===== config.mk =====
export PLATFORM = sky130hd
export DESIGN_NAME = btn_conditioner
export DESIGN_NICKNAME = d
export VERILOG_FILES = /design/src/rtl/btn_conditioner.sv
export SDC_FILE = /design/constraint.sdc
export NUM_CORES = 1
export LEC_CHECK = 0
export ABC_AREA = 1
export BUFFER_PORTS_ARGS = -buffer_cell sky130_fd_sc_hd__buf_4
export CAP_MARGIN = 20
export CORE_UTILIZATION = 35
export CTS_CLUSTER_DIAMETER = 30
export CTS_CLUSTER_SIZE = 16
export DETAILED_ROUTE_END_ITERATION = 10
export PLACE_DENSITY_LB_ADDON = 0.3
export SLEW_MARGIN = 20
export SYNTH_ARGS = -nofsm -noshare
export SYNTH_HDL_FRONTEND = slang
export SYNTH_SLANG_ARGS = --single-unit

===== constraint.sdc =====
create_clock -name clk_pin -period 2 [get_ports clk_pin]
set_input_delay 0.1 -clock clk_pin [delete_from_list [all_inputs] [get_ports clk_pin]]
set_output_delay 0.1 -clock clk_pin [all_outputs]
set_load 0.01 [all_outputs]

===== src/rtl/btn_conditioner.sv =====
// btn_conditioner
//
// Conditions the raw board push-buttons for the character editor. Each
// channel is synchronised, debounced and turned into a clean level, one-cycle
// press/release pulses and an "action" pulse that auto-repeats while the
// button is held (only on channels enabled in REPEAT_MASK).
//
// Ports:
//   clk_pin      system clock
//   rst          synchronous, active-high reset
//   btn_raw      asynchronous raw button levels, 1 = pressed
//   btn_level    debounced level
//   btn_press    1-cycle pulse when the debounced level rises
//   btn_release  1-cycle pulse when the debounced level falls
//   btn_repeat   1-cycle pulse on press, then periodic pulses while held
//   btn_busy     OR of btn_level
module btn_conditioner #(
    parameter int               N_BTN           = 5,
    parameter int               DEBOUNCE_CYCLES = 1000000,
    parameter int               REPEAT_DELAY    = 50000000,
    parameter int               REPEAT_PERIOD   = 10000000,
    parameter logic [N_BTN-1:0] REPEAT_MASK     = 5'b01010
) (
    input  logic             clk_pin,
    input  logic             rst,
    input  logic [N_BTN-1:0] btn_raw,
    output logic [N_BTN-1:0] btn_level,
    output logic [N_BTN-1:0] btn_press,
    output logic [N_BTN-1:0] btn_release,
    output logic [N_BTN-1:0] btn_repeat,
    output logic             btn_busy
);

    localparam int CNT_W  = (DEBOUNCE_CYCLES > 2) ? $clog2(DEBOUNCE_CYCLES) : 1;
    localparam int RC_MAX = (REPEAT_DELAY > REPEAT_PERIOD) ? REPEAT_DELAY : REPEAT_PERIOD;
    localparam int RC_W   = (RC_MAX > 2) ? $clog2(RC_MAX) : 1;

    localparam logic [CNT_W-1:0] CNT_LAST    = CNT_W'(DEBOUNCE_CYCLES - 1);
    localparam logic [RC_W-1:0]  DELAY_LAST  = RC_W'(REPEAT_DELAY - 1);
    localparam logic [RC_W-1:0]  PERIOD_LAST = RC_W'(REPEAT_PERIOD - 1);

    typedef enum logic [1:0] {
        IDLE   = 2'd0,
        HOLD   = 2'd1,
        REPEAT = 2'd2
    } rep_state_t;

    for (genvar i = 0; i < N_BTN; i++) begin : g_chan
        logic             s1;
        logic             s2;
        logic             stable;
        logic [CNT_W-1:0] cnt;
        logic             press_q;
        logic             release_q;
        logic             rise;
        logic             fall;

        // The stable state flips on exactly the edge where the counter
        // expires; these flag that edge so the pulses land in the same cycle
        // as the level change.
        always_comb begin
            rise = s2 & ~stable & (cnt == CNT_LAST);
            fall = ~s2 & stable & (cnt == CNT_LAST);
        end

        // Two-flop synchroniser followed by the debounce counter. Any sample
        // that agrees with the stable state restarts the count.
        always_ff @(posedge clk_pin) begin
            if (rst) begin
                s1        <= 1'b0;
                s2        <= 1'b0;
                stable    <= 1'b0;
                cnt       <= '0;
                press_q   <= 1'b0;
                release_q <= 1'b0;
            end else begin
                s1        <= btn_raw[i];
                s2        <= s1;
                press_q   <= rise;
                release_q <= fall;
                if (s2 == stable) begin
                    cnt <= '0;
                end else if (cnt == CNT_LAST) begin
                    stable <= s2;
                    cnt    <= '0;
                end else begin
                    cnt <= cnt + 1'b1;
                end
            end
        end

        assign btn_level[i]   = stable;
        assign btn_press[i]   = press_q;
        assign btn_release[i] = release_q;

        if (REPEAT_MASK[i]) begin : g_rep
            rep_state_t      state;
            rep_state_t      state_next;
            logic [RC_W-1:0] rc;
            logic [RC_W-1:0] rc_next;
            logic            pulse;
            logic            repeat_q;
            logic            level_next;

            // Level the debouncer will hold after this edge. Looking ahead
            // lets a release on the same edge as a due repeat suppress it.
            assign level_next = rise | (stable & ~fall);

            // Repeat FSM state, its counter and the registered pulse.
            always_ff @(posedge clk_pin) begin
                if (rst) begin
                    state    <= IDLE;
                    rc       <= '0;
                    repeat_q <= 1'b0;
                end else begin
                    state    <= state_next;
                    rc       <= rc_next;
                    repeat_q <= pulse;
                end
            end

            // Next state: initial delay in HOLD, then fixed period in REPEAT.
            always_comb begin
                state_next = state;
                rc_next    = rc;
                if (!level_next) begin
                    state_next = IDLE;
                    rc_next    = '0;
                end else begin
                    case (state)
                        IDLE: begin
                            if (rise) begin
                                state_next = HOLD;
                                rc_next    = '0;
                            end
                        end
                        HOLD: begin
                            if (rc == DELAY_LAST) begin
                                state_next = REPEAT;
                                rc_next    = '0;
                            end else begin
                                rc_next = rc + 1'b1;
                            end
                        end
                        REPEAT: begin
                            if (rc == PERIOD_LAST) begin
                                rc_next = '0;
                            end else begin
                                rc_next = rc + 1'b1;
                            end
                        end
                        default: begin
                            state_next = IDLE;
                            rc_next    = '0;
                        end
                    endcase
                end
            end

            // Pulse decision, registered above so it aligns with btn_press.
            always_comb begin
                pulse = 1'b0;
                if (level_next) begin
                    case (state)
                        IDLE:    pulse = rise;
                        HOLD:    pulse = (rc == DELAY_LAST);
                        REPEAT:  pulse = (rc == PERIOD_LAST);
                        default: pulse = 1'b0;
                    endcase
                end
            end

            assign btn_repeat[i] = repeat_q;
        end else begin : g_norep
            assign btn_repeat[i] = press_q;
        end
    end

    assign btn_busy = |btn_level;

endmodule


==> metrics.txt, run 1 <==
status finished, final reports clean; Crit path top cell by count nand2_1; syn_nets 1456; worst skew pair latency 0.44 ns; Die Wd 168 um; crit-path cells ha_1 > nand3_2 > inv_2 > nand2_1 > nor2_2 > a21oi_1 > nor2_4 > buf_4 > nand2_1 > nor2_1; Seq/Total Area, Yosys 0.378; VDD IR max 0.544 mV; unrepaired setup endpoints after global routing no; Rows 60; Syn-to-layout area delta 13.2%; Sequential Power Share 0.513; CTS clk-pin slew, worst paths 0.07 ns; Pre-Repair DR Iteration Count 6; H-Tree Depth 4; Avg WL per Cell 11.1 um; Synth Instances 1423; core area 27000 sq um; Clock Skew 0.0119 ns; Synth area leaders dfxtp_1 (38%), nand2_1 (13%), nor2_1 (9.9%); clock buffer depth 2; pins over their slew limit 0; grt total ovfl 0; ANT cells 0; Syn Std Cell Area 9690 sq um; Cell Area, Placed 10200 sq um; Fin. Hold Viols 0; number of I/O pins 28; total CTS buffers 17; power share of the combinational group 0.013; total number of vias 8446; GRT Util Overall 0.151; GR Util met3 0.0294; number of global-route vias before repair 7940; min-delay worst type reg2reg; clock tree sinks 183; post-layout util 0.406; Nets 1497; yosys warns 0; Clock Root Buffer clkbuf_16; Worst setup SP type flip-flop; worst-path fanout max 7; Worst Tran Pin Value 0.480 ns; FF+latch count, synth 183; post-route ant nets 0; CP max stage delay 0.36 ns; Async S/R FF share, synth 0; Post-Route Setup TNS 0 ns; Leakage Power 4.00 nW; crit path time final 1.83 ns; met1 global-route usage 0.198; busiest metal layer after global routing met2; Synth Flop Type dfxtp_1; crit end category flip-flop; met2 Usage GRT 0.249; hold slack final 0.406 ns; die height 168 um; initial antenna violation count 0; count leader, synth nand2_1; DP Wirelength 15.0 mm; Final setup viols 0; initial cell density of the core 0.359; Yosys top cell area share 0.378; routed wire length 20.1 mm; Slowest-stage cell, CP dfxtp_1; Internal 0.00547 W; layout cells sized above 1 0.0961; NetSw 0.00167 W; Synth cell types 41; via/cell ratio 4.65; Commonest cells post-synth nand2_1 (329), nor2_1 (256), dfxtp_1 (183); Power Density 650 nW/um^2; Iteration-0 DRC Markers 556; f_max 0.545 GHz; Critical Path RT 2.34 ns; EDFF count, synth 0; Tot Pwr 0.00713 W; drt drc 0; IO buf count 27; period utilization 0.917; first-pass GRT wire length 35.8 mm; Max-cap violations 0; sw frac 0.233; Synth area leader dfxtp_1; max_slew headroom 0.677; Clk pwr share 0.474; Critical Path AT 2.17 ns; gpl congestion 0.872; largest net degree at the start of global routing 30; FILL cells 2884; die area 28400 sq um; CTS tree built; Synth Area per Inst 6.81 sq um; post-route cell area 11000 sq um; critical path class reg2reg
[final cells by class]
| cell class | count | area, sq um | area share |
|---|---|---|---|
| clock buffers | 17 | 425 | 0.0388 |
| clock inverters | 15 | 155 | 0.0141 |
| inverters | 180 | 676 | 0.0616 |
| multi-input cells | 1016 | 5060 | 0.461 |
| flip-flops and latches | 183 | 3660 | 0.334 |
| well taps | 341 | 427 | 0.0389 |
| repair buffers | 66 | 561 | 0.0511 |
[path summary, 6_finish.rpt]
kind                                    start                                   to  slack, ns  cells past startpoint
setup reg to reg  g_chan[3].cnt[0]$_SDFF_PP0_  g_chan[3].g_rep.repeat_q$_SDFF_PP0_       0.17                     10
hold reg to reg       g_chan[4].s1$_SDFF_PP0_              g_chan[4].s2$_SDFF_PP0_       0.41                      2
hold / removal        g_chan[4].s1$_SDFF_PP0_              g_chan[4].s2$_SDFF_PP0_       0.41                      2
setup / recovery  g_chan[3].cnt[0]$_SDFF_PP0_  g_chan[3].g_rep.repeat_q$_SDFF_PP0_       0.17                     10
[flip-flops by register name (all words and copies together) (netlist names)]
signal and count:
g_chan.press_q 5, g_chan.cnt 100, g_chan.g_rep.rc 52, g_chan.g_rep.repeat_q 2, g_chan.s1 5, g_chan.release_q 5, g_chan.g_rep.state 4, g_chan.s2 5
g_chan.stable 5
[power by group through the flow]
stage	sequential, W	clock [W]	combinational [W]
2_1_floorplan	0.00374	0	0.0000470
3_3_place_gp	0.00374	0	0.0000767
3_5_place_dp	0.00374	0	0.0000780
4_1_cts	0.00366	0.00348	0.0000945
5_1_grt	0.00366	0.00365	0.000106
6_report	0.00366	0.00338	0.0000941
[per-stage QoR]
| stage | std cells | worst slack, ns |
|---|---|---|
| finish | 1818 | 0.166 |
| global route | 1818 | 0.00405 |
| CTS | 1815 | 0.120 |
| detailed placement | 1772 | 0.140 |
| global placement | 1772 | 0.229 |
| floorplan | 1423 | 0.405 |
[cell usage in the layout (no fill, tap or decap), types with 4 or more instances in the layout]
| cell type | n |
|---|---|
| inv_1 | 174 |
| o21ai_0 | 12 |
| xnor2_1 | 11 |
| nand2_2 | 10 |
| nand2_1 | 328 |
| nand3_1 | 107 |
| a31oi_1 | 5 |
| clkbuf_16 | 17 |
| inv_2 | 5 |
| nand4_1 | 40 |
| dfxtp_1 | 182 |
| nor3b_1 | 6 |
| nor2_4 | 6 |
| xor2_1 | 53 |
| ha_1 | 26 |
| nand3_2 | 4 |
| nor2_1 | 254 |
| inv_6 | 9 |
| buf_4 | 52 |
| nand3b_1 | 5 |
| a21oi_1 | 55 |
| nor4_1 | 5 |
| nor3_1 | 48 |
| or2_2 | 6 |
| dlygate4sd3_1 | 11 |
| nor2_2 | 14 |
[metal layers]
metal  up-vias  part of all wire
li1       4552                 -
met5         -                 0
met2       114              0.45
met1      3756              0.51
met3        24             0.030
met4         0             0.014
[logic make-up (layout without fill, tap and decap cells)]
| group | Yosys count | in the layout | share of synthesized area |
|---|---|---|---|
| AO/OA/AOI/OAI | 79 | 79 | 0.0431 |
| XOR/XNOR | 64 | 64 | 0.0578 |
| adder cells (fa/ha/maj) | 26 | 26 | 0.0336 |
| buffers and inverters | 224 | 278 | 0.101 |
| flip-flops | 183 | 183 | 0.378 |
| AND/OR/NAND/NOR | 847 | 847 | 0.386 |
[worst max-delay path: cells and delay by family (launching register included)]
family | cells | cell delay, ns
compound gates | 1 | 0.13
fa+ha+maj | 1 | 0.21
buf+inv | 2 | 0.24
flops | 1 | 0.36
simple gates | 6 | 0.80
[repair_timing]
item                       CTS  global route
hold endpoints to repair    12             0
setup buffers                0             3
setup endpoints to repair    0            18
hold buffers                11             0
resized for setup            0             6
No activity file was read; power rests on OpenSTA's default activity.
==> run 2: changes to the inputs <==
==> constraint.sdc (replaced) <==
create_clock -name clk_pin -period 2 [get_ports clk_pin]
set_input_delay 0.2 -clock clk_pin [delete_from_list [all_inputs] [get_ports clk_pin]]
set_output_delay 0.2 -clock clk_pin [all_outputs]
set_load 0.01 [all_outputs]
==> run 2 against run 1 <==
Clock power barely moved. Power up 0.31%. First-iteration DRC count is 14% lower. Utilization decreased by 0.32 points. Register-to-register slack better by 0.02 ns. Critical path depth fell by 1. Sequential share of layout area up 0.25 points. Fmax increased by 1.4%. Sequential cell count did not move. Non-clock buffer count decreased by 8. Cell area fell by 0.79%. Final cell count shrank 0.66%.
==> metrics.txt, run 2 (synthesis results as in run 1) <==
clock tree sinks 183; FILL cells 2825; DP Wirelength 15.1 mm; crit end category flip-flop; crit-path cells ha_1 > nand3_2 > inv_1 > nand2_1 > nor2_2 > nand2_1 > nand3_1 > buf_4 > nor3_1; initial cell density of the core 0.359; worst slack, placed 0.167 ns; Iteration-0 DRC Markers 476; f_max 0.553 GHz; Pre-Repair DR Iteration Count 5; die area 28400 sq um; core area 27000 sq um; CP max stage delay 0.32 ns; total CTS buffers 17; Slowest-stage cell, CP dfxtp_1; Leakage Power 3.96 nW; CTS tree built; grt total ovfl 0; VDD IR max 0.429 mV; worst setup slack after layout 0.191 ns; critical path class reg2reg; total number of vias 8519; first-pass GRT wire length 35.4 mm; Crit path top cell by count nand2_1; postcts setup bufs 0; Clock Root Buffer clkbuf_16; number of global-route vias before repair 7828; max FFs per register 100; GRT Util Overall 0.150; Worst path top cell family by delay simple AND/OR/NAND/NOR gates; Post-Route Setup TNS 0 ns; Power Density 658 nW/um^2; Syn-to-layout area delta 12.3%; CTS clk-pin slew, worst paths 0.06 ns; Crit path depth 9; Fin. Hold Viols 0; min-delay worst type in2reg; IO buf count 27; met1 global-route usage 0.200; max_slew headroom 0.686; gpl congestion 0.872; FF-to-FF End g_chan[1].cnt[13]$_SDFF_PP0_; post-route ant nets 0; worst skew pair latency 0.43 ns; busiest metal layer after global routing met2; Rows 60; Top reg by flops g_chan.cnt; initial antenna violation count 0; Buffers & Inverters on Critical Path 2; Reg2Reg Launch Point g_chan[1].cnt[0]$_SDFF_PP0_; Worst setup SP type flip-flop; pins over their slew limit 0; clock buffer depth 2; Max-cap violations 0; crit path time final 1.81 ns; Final setup viols 0; hold wc startpoint rst; status finished, final reports clean; Worst Tran Pin Value 0.467 ns; top flop regs g_chan.cnt: 100 flops, g_chan.g_rep.rc: 52 flops; number of I/O pins 28; Critical Path RT 2.35 ns; via/cell ratio 4.72; GR Util met3 0.0266; period utilization 0.905; hold path endpoint g_chan[4].s2$_SDFF_PP0_; die height 168 um; Avg WL per Cell 11.3 um; largest net degree at the start of global routing 30; routed wire length 20.4 mm; R2R setup slack 0.19 ns; ANT cells 0; worst-path fanout max 8; Nets 1489; layout cells sized above 1 0.0887; Critical Path AT 2.16 ns; Die Wd 168 um; unrepaired setup endpoints after global routing yes; most frequent cells in the layout nand2_1 (327), nor2_1 (255), dfxtp_1 (183), inv_1 (174), nand3_1 (108); Tot Pwr 0.00716 W; met2 Usage GRT 0.246; worst-case reg-to-reg path depth 9; commonest non-fill, non-tap cell in the layout nand2_1; H-Tree Depth 4; drt drc 0; Clock Skew 0.00897 ns; Hold Path Stages 3
==> run 2: cell types whose count changed in the layout (fill, tap and decap cells not counted), sizes merged <==
cell / change
inv: -11
clkbuf: +7
dlygate4sd3: -6
buf: -2
bufinv: +2
clkinvlp: -2
==> run 2: worst max-delay path by stage <==
stage                                          end                                from  slack, ns
6_report              g_chan[1].cnt[13]$_SDFF_PP0_         g_chan[1].cnt[0]$_SDFF_PP0_       0.19
5_1_grt        g_chan[1].g_rep.rc[24]$_SDFFE_PP0P_  g_chan[1].g_rep.rc[0]$_SDFFE_PP0P_   0.000003
4_1_cts        g_chan[1].g_rep.rc[20]$_SDFFE_PP0P_         g_chan[1].cnt[0]$_SDFF_PP0_       0.14
3_5_place_dp   g_chan[1].g_rep.rc[20]$_SDFFE_PP0P_         g_chan[1].cnt[0]$_SDFF_PP0_       0.17
3_3_place_gp    g_chan[1].g_rep.rc[4]$_SDFFE_PP0P_         g_chan[1].cnt[0]$_SDFF_PP0_       0.23
2_1_floorplan  g_chan[1].g_rep.rc[20]$_SDFFE_PP0P_         g_chan[1].cnt[0]$_SDFF_PP0_       0.41
==> run 2: cell type report <==
class,count,area [sq um],area share
Clock buffer,24,482,0.0443
Multi-Input combinational cell,1016,5050,0.464
Sequential cell,183,3660,0.337
Timing Repair Buffer,58,489,0.0450
Tap cell,341,427,0.0392
Inverter,180,676,0.0621
Clock inverter,4,95.1,0.00874
==> run 2: timing repair <==
action	CTS	global route
hold buffers	5	0
setup endpoints to repair	0	5
hold endpoints to repair	5	0
gates resized for setup	0	4
==> run 2: through the flow <==
| step | cells | area, sq um | hold slack, ns | utilization |
|---|---|---|---|---|
| floorplan | 1423 | 9690 | 0.277 | - |
| global placement | 1773 | 10200 | 0.393 | 0.379 |
| detailed placement | 1773 | 10200 | 0.397 | 0.379 |
| CTS | 1806 | 10900 | 0.148 | 0.402 |
| global route | 1806 | 10900 | 0.165 | 0.403 |
| finish | 1806 | 10900 | 0.156 | 0.403 |
==> run 2: worst reg2reg max path, stage by stage (launching register included) <==
cell     delay [ns]
dfxtp_1        0.32
ha_1           0.23
nand3_2        0.12
inv_1          0.05
nand2_1        0.10
nor2_2         0.06
nand2_1        0.13
nand3_1        0.26
buf_4          0.27
nor3_1         0.19
==> run 2: routing by layer <==
| metal | wire length (um) | share of wire | up-vias |
|---|---|---|---|
| met5 | 0 | 0 | - |
| met4 | 257 | 0.013 | 0 |
| met3 | 695 | 0.034 | 19 |
| met2 | 9240 | 0.45 | 136 |
| met1 | 10200 | 0.50 | 3832 |
| li1 | - | - | 4532 |
==> run 2: power by group <==
part | internal (W) | switching [W]
clock | 0.00204 | 0.00137
combinational | 0.0000360 | 0.0000494
sequential | 0.00366 | 0.00000640
total | 0.00573 | 0.00142
==> run 3: changes to the inputs <==
Settings changed: ABC_AREA 1 to default.
==> run 3 against run 2 <==
The flow now finishes with violations (setup timing). Fmax down 16%. Sequential share of layout area is 2.7 points lower. Clock skew up 0.0066 ns. Hold slack better by 0.29 ns. Clock power grew 3%. Critical path depth is 1 lower. Count of clock-buffer cells in the layout fell by 7. Utilization is 8.3 points higher. Non-clock buffer count up 155.
==> metrics.txt, run 3 <==
drt drc 0; Critical Path RT 2.35 ns; clock tree sinks 183; first-pass GRT wire length 34.0 mm; largest net degree at the start of global routing 23; Worst setup SP type flip-flop; hold slack final 0.441 ns; Rows 57; min-delay worst type reg2reg; most frequent cells in the layout buf_4 (183), dfxtp_1 (169), nor2_1 (144), nand2_1 (99), nand3_1 (69); failing checks setup timing; count leader, synth dfxtp_1; core area 24500 sq um; unrepaired setup endpoints after global routing yes; Syn Std Cell Area 8780 sq um; pins over their slew limit 0; Nets 1255; R2R setup slack -0.15 ns; clock buffer depth 2; Iteration-0 DRC Markers 418; Worst Tran Pin Value 0.366 ns; Commonest cells post-synth dfxtp_1 (183), nor2_1 (146), nand2_1 (103); Synth cell types 69; max_slew headroom 0.752; worst-case reg-to-reg path depth 8; FILL cells 2269; initial antenna violation count 0; crit path time final 2.15 ns; grt total ovfl 0; layout cells sized above 1 0.282; Syn-to-layout area delta 35.4%; ANT cells 0; worst setup slack after layout -0.150 ns; Max-cap violations 0; Reg2Reg Launch Point g_chan[1].cnt[1]$_SDFF_PP0_; number of global-route vias before repair 7312; Leakage Power 4.23 nW; number of I/O pins 28; worst skew pair latency 0.44 ns; GRT Util Overall 0.158; EDFF count, synth 0; VDD IR max 0.584 mV; initial cell density of the core 0.359; critical path endpoint g_chan[1].g_rep.rc[3]$_SDFFE_PP0P_; Synth Area per Inst 8.44 sq um; Pre-Repair DR Iteration Count 5; Clock Root Buffer clkbuf_16; Synth Instances 1041; Async S/R FF share, synth 0; H-Tree Depth 4; DP Wirelength 14.2 mm; crit-path cells ha_4 > nand2_2 > or4_4 > o21a_4 > a211oi_4 > buf_6 > nand2_8 > o32ai_4; top flop regs g_chan.cnt: 100 flops, g_chan.g_rep.rc: 52 flops; Die Wd 160 um; post-route cell area 11900 sq um; Top reg by flops g_chan.cnt; Synth area leaders dfxtp_1 (42%), nor2_1 (6.2%), xor2_1 (5.0%); commonest non-fill, non-tap cell in the layout buf_4; CP startpoint g_chan[1].cnt[1]$_SDFF_PP0_; Tot Pwr 0.00726 W; Buffers & Inverters on Critical Path 1; routed wire length 20.9 mm; total CTS buffers 17; total number of vias 7823; syn_nets 1074; post-route ant nets 0; Power Density 611 nW/um^2; Seq/Total Area, Yosys 0.417; Worst path top cell family by delay compound AO/OA/AOI/OAI gates; crit end category flip-flop; via/cell ratio 5.02; gpl congestion 0.831; CP max stage delay 0.50 ns; Clock Skew 0.0156 ns; Synth area leader dfxtp_1; Synth Flop Type dfxtp_1; non-filler cells, final 1559; FF+latch count, synth 183; die height 160 um; max FFs per register 100; f_max 0.465 GHz; Slowest-stage cell, CP or4_4; critical path class reg2reg; Critical Path AT 2.50 ns; period utilization 1.07; status finished with violations; Placed Cells 1508; CTS clk-pin slew, worst paths 0.08 ns; IO buf count 27; Avg WL per Cell 13.4 um; yosys warns 0; Yosys top cell area share 0.417; die area 25700 sq um; FF-to-FF End g_chan[1].g_rep.rc[3]$_SDFFE_PP0P_; worst-path fanout max 5; Crit path depth 8; Final setup viols 46; Cell Area, Placed 10500 sq um; post-layout util 0.486; Fin. Hold Viols 0; CTS tree built
-- run 3: cell count changes after synthesis, sizes merged, moves of 18 or more --
cell,delta
clkbuf,+24
or3,+21
nor3,-26
nor2,-128
and3,+29
xnor2,+26
a31oi,+18
inv,-146
nand2,-236
nand3,-37
a21oi,-22
-- run 3: what timing repair did --
item                       in CTS  in global routing
hold endpoints to repair        8                  0
hold buffers                    6                  0
setup buffers                   3                  6
pin swaps                       7                 35
gates cloned                    0                  6
setup endpoints to repair      52                 58
resized for setup              34                 74
-- run 3: metrics by stage --
step | setup WS [ns] | TNS [ns]
after global placement | -0.120 | -1.49
final | -0.150 | -2.87
after detailed placement | -0.160 | -2.88
after floorplan | -0.0990 | -0.908
after global routing | -0.209 | -6.98
after CTS | -0.130 | -2.78
-- run 3: worst min-delay path by stage --
| stage | slack [ns] | end | cells past startpoint | start |
|---|---|---|---|---|
| 5_1_grt | 0.46 | g_chan[3].s2$_SDFF_PP0_ | 1 | g_chan[3].s1$_SDFF_PP0_ |
| 3_3_place_gp | 0.41 | g_chan[4].s1$_SDFF_PP0_ | 2 | btn_raw[4] |
| 6_report | 0.44 | g_chan[0].s2$_SDFF_PP0_ | 1 | g_chan[0].s1$_SDFF_PP0_ |
| 3_5_place_dp | 0.42 | g_chan[1].s1$_SDFF_PP0_ | 2 | btn_raw[1] |
| 4_1_cts | 0.44 | g_chan[0].s2$_SDFF_PP0_ | 1 | g_chan[0].s1$_SDFF_PP0_ |
| 2_1_floorplan | 0.33 | g_chan[0].s1$_SDFF_PP0_ | 1 | btn_raw[0] |
-- run 3: cell type report --
cell class | instances | area [sq um] | area share
multi-input combinational | 774 | 5230 | 0.440
sequential | 183 | 3680 | 0.310
timing repair buffer | 213 | 1810 | 0.152
clock buffer | 17 | 425 | 0.0358
tap | 324 | 405 | 0.0341
clock inverter | 15 | 213 | 0.0179
inverter | 33 | 124 | 0.0104
-- run 3: cell families (layout without fill, tap and decap cells) --
family	Yosys count	in the layout	synth area share
buffers and inverters	85	278	0.0476
and+or+nand+nor	529	530	0.308
xor gates and xnor gates	87	87	0.0868
muxes	6	6	0.00698
AOI/OAI and AO/OA	125	125	0.0960
DFF	183	183	0.417
adders and majority gates	26	26	0.0370
-- run 3: where the power goes --
part,switching [W],internal [W],leakage [nW]
clock,0.00178,0.00175,0.302
combinational,0.0000452,0.0000385,2.44
sequential,0.00000582,0.00365,1.48
-- run 3: worst reg2reg max path, cell delays in order, from the launching register on --
cell and delay (ns):
dfxtp_2 0.35, ha_4 0.14, nand2_2 0.05, or4_4 0.50
o21a_4 0.26, a211oi_4 0.24, buf_6 0.19, nand2_8 0.08
o32ai_4 0.26
-- run 3: routing by layer --
metal,vias up,global-route usage,share of wire
met5,-,0,0
met4,0,0.0481,0.015
met2,129,0.260,0.47
met1,3662,0.208,0.48
met3,25,0.0325,0.034
li1,4007,-,-
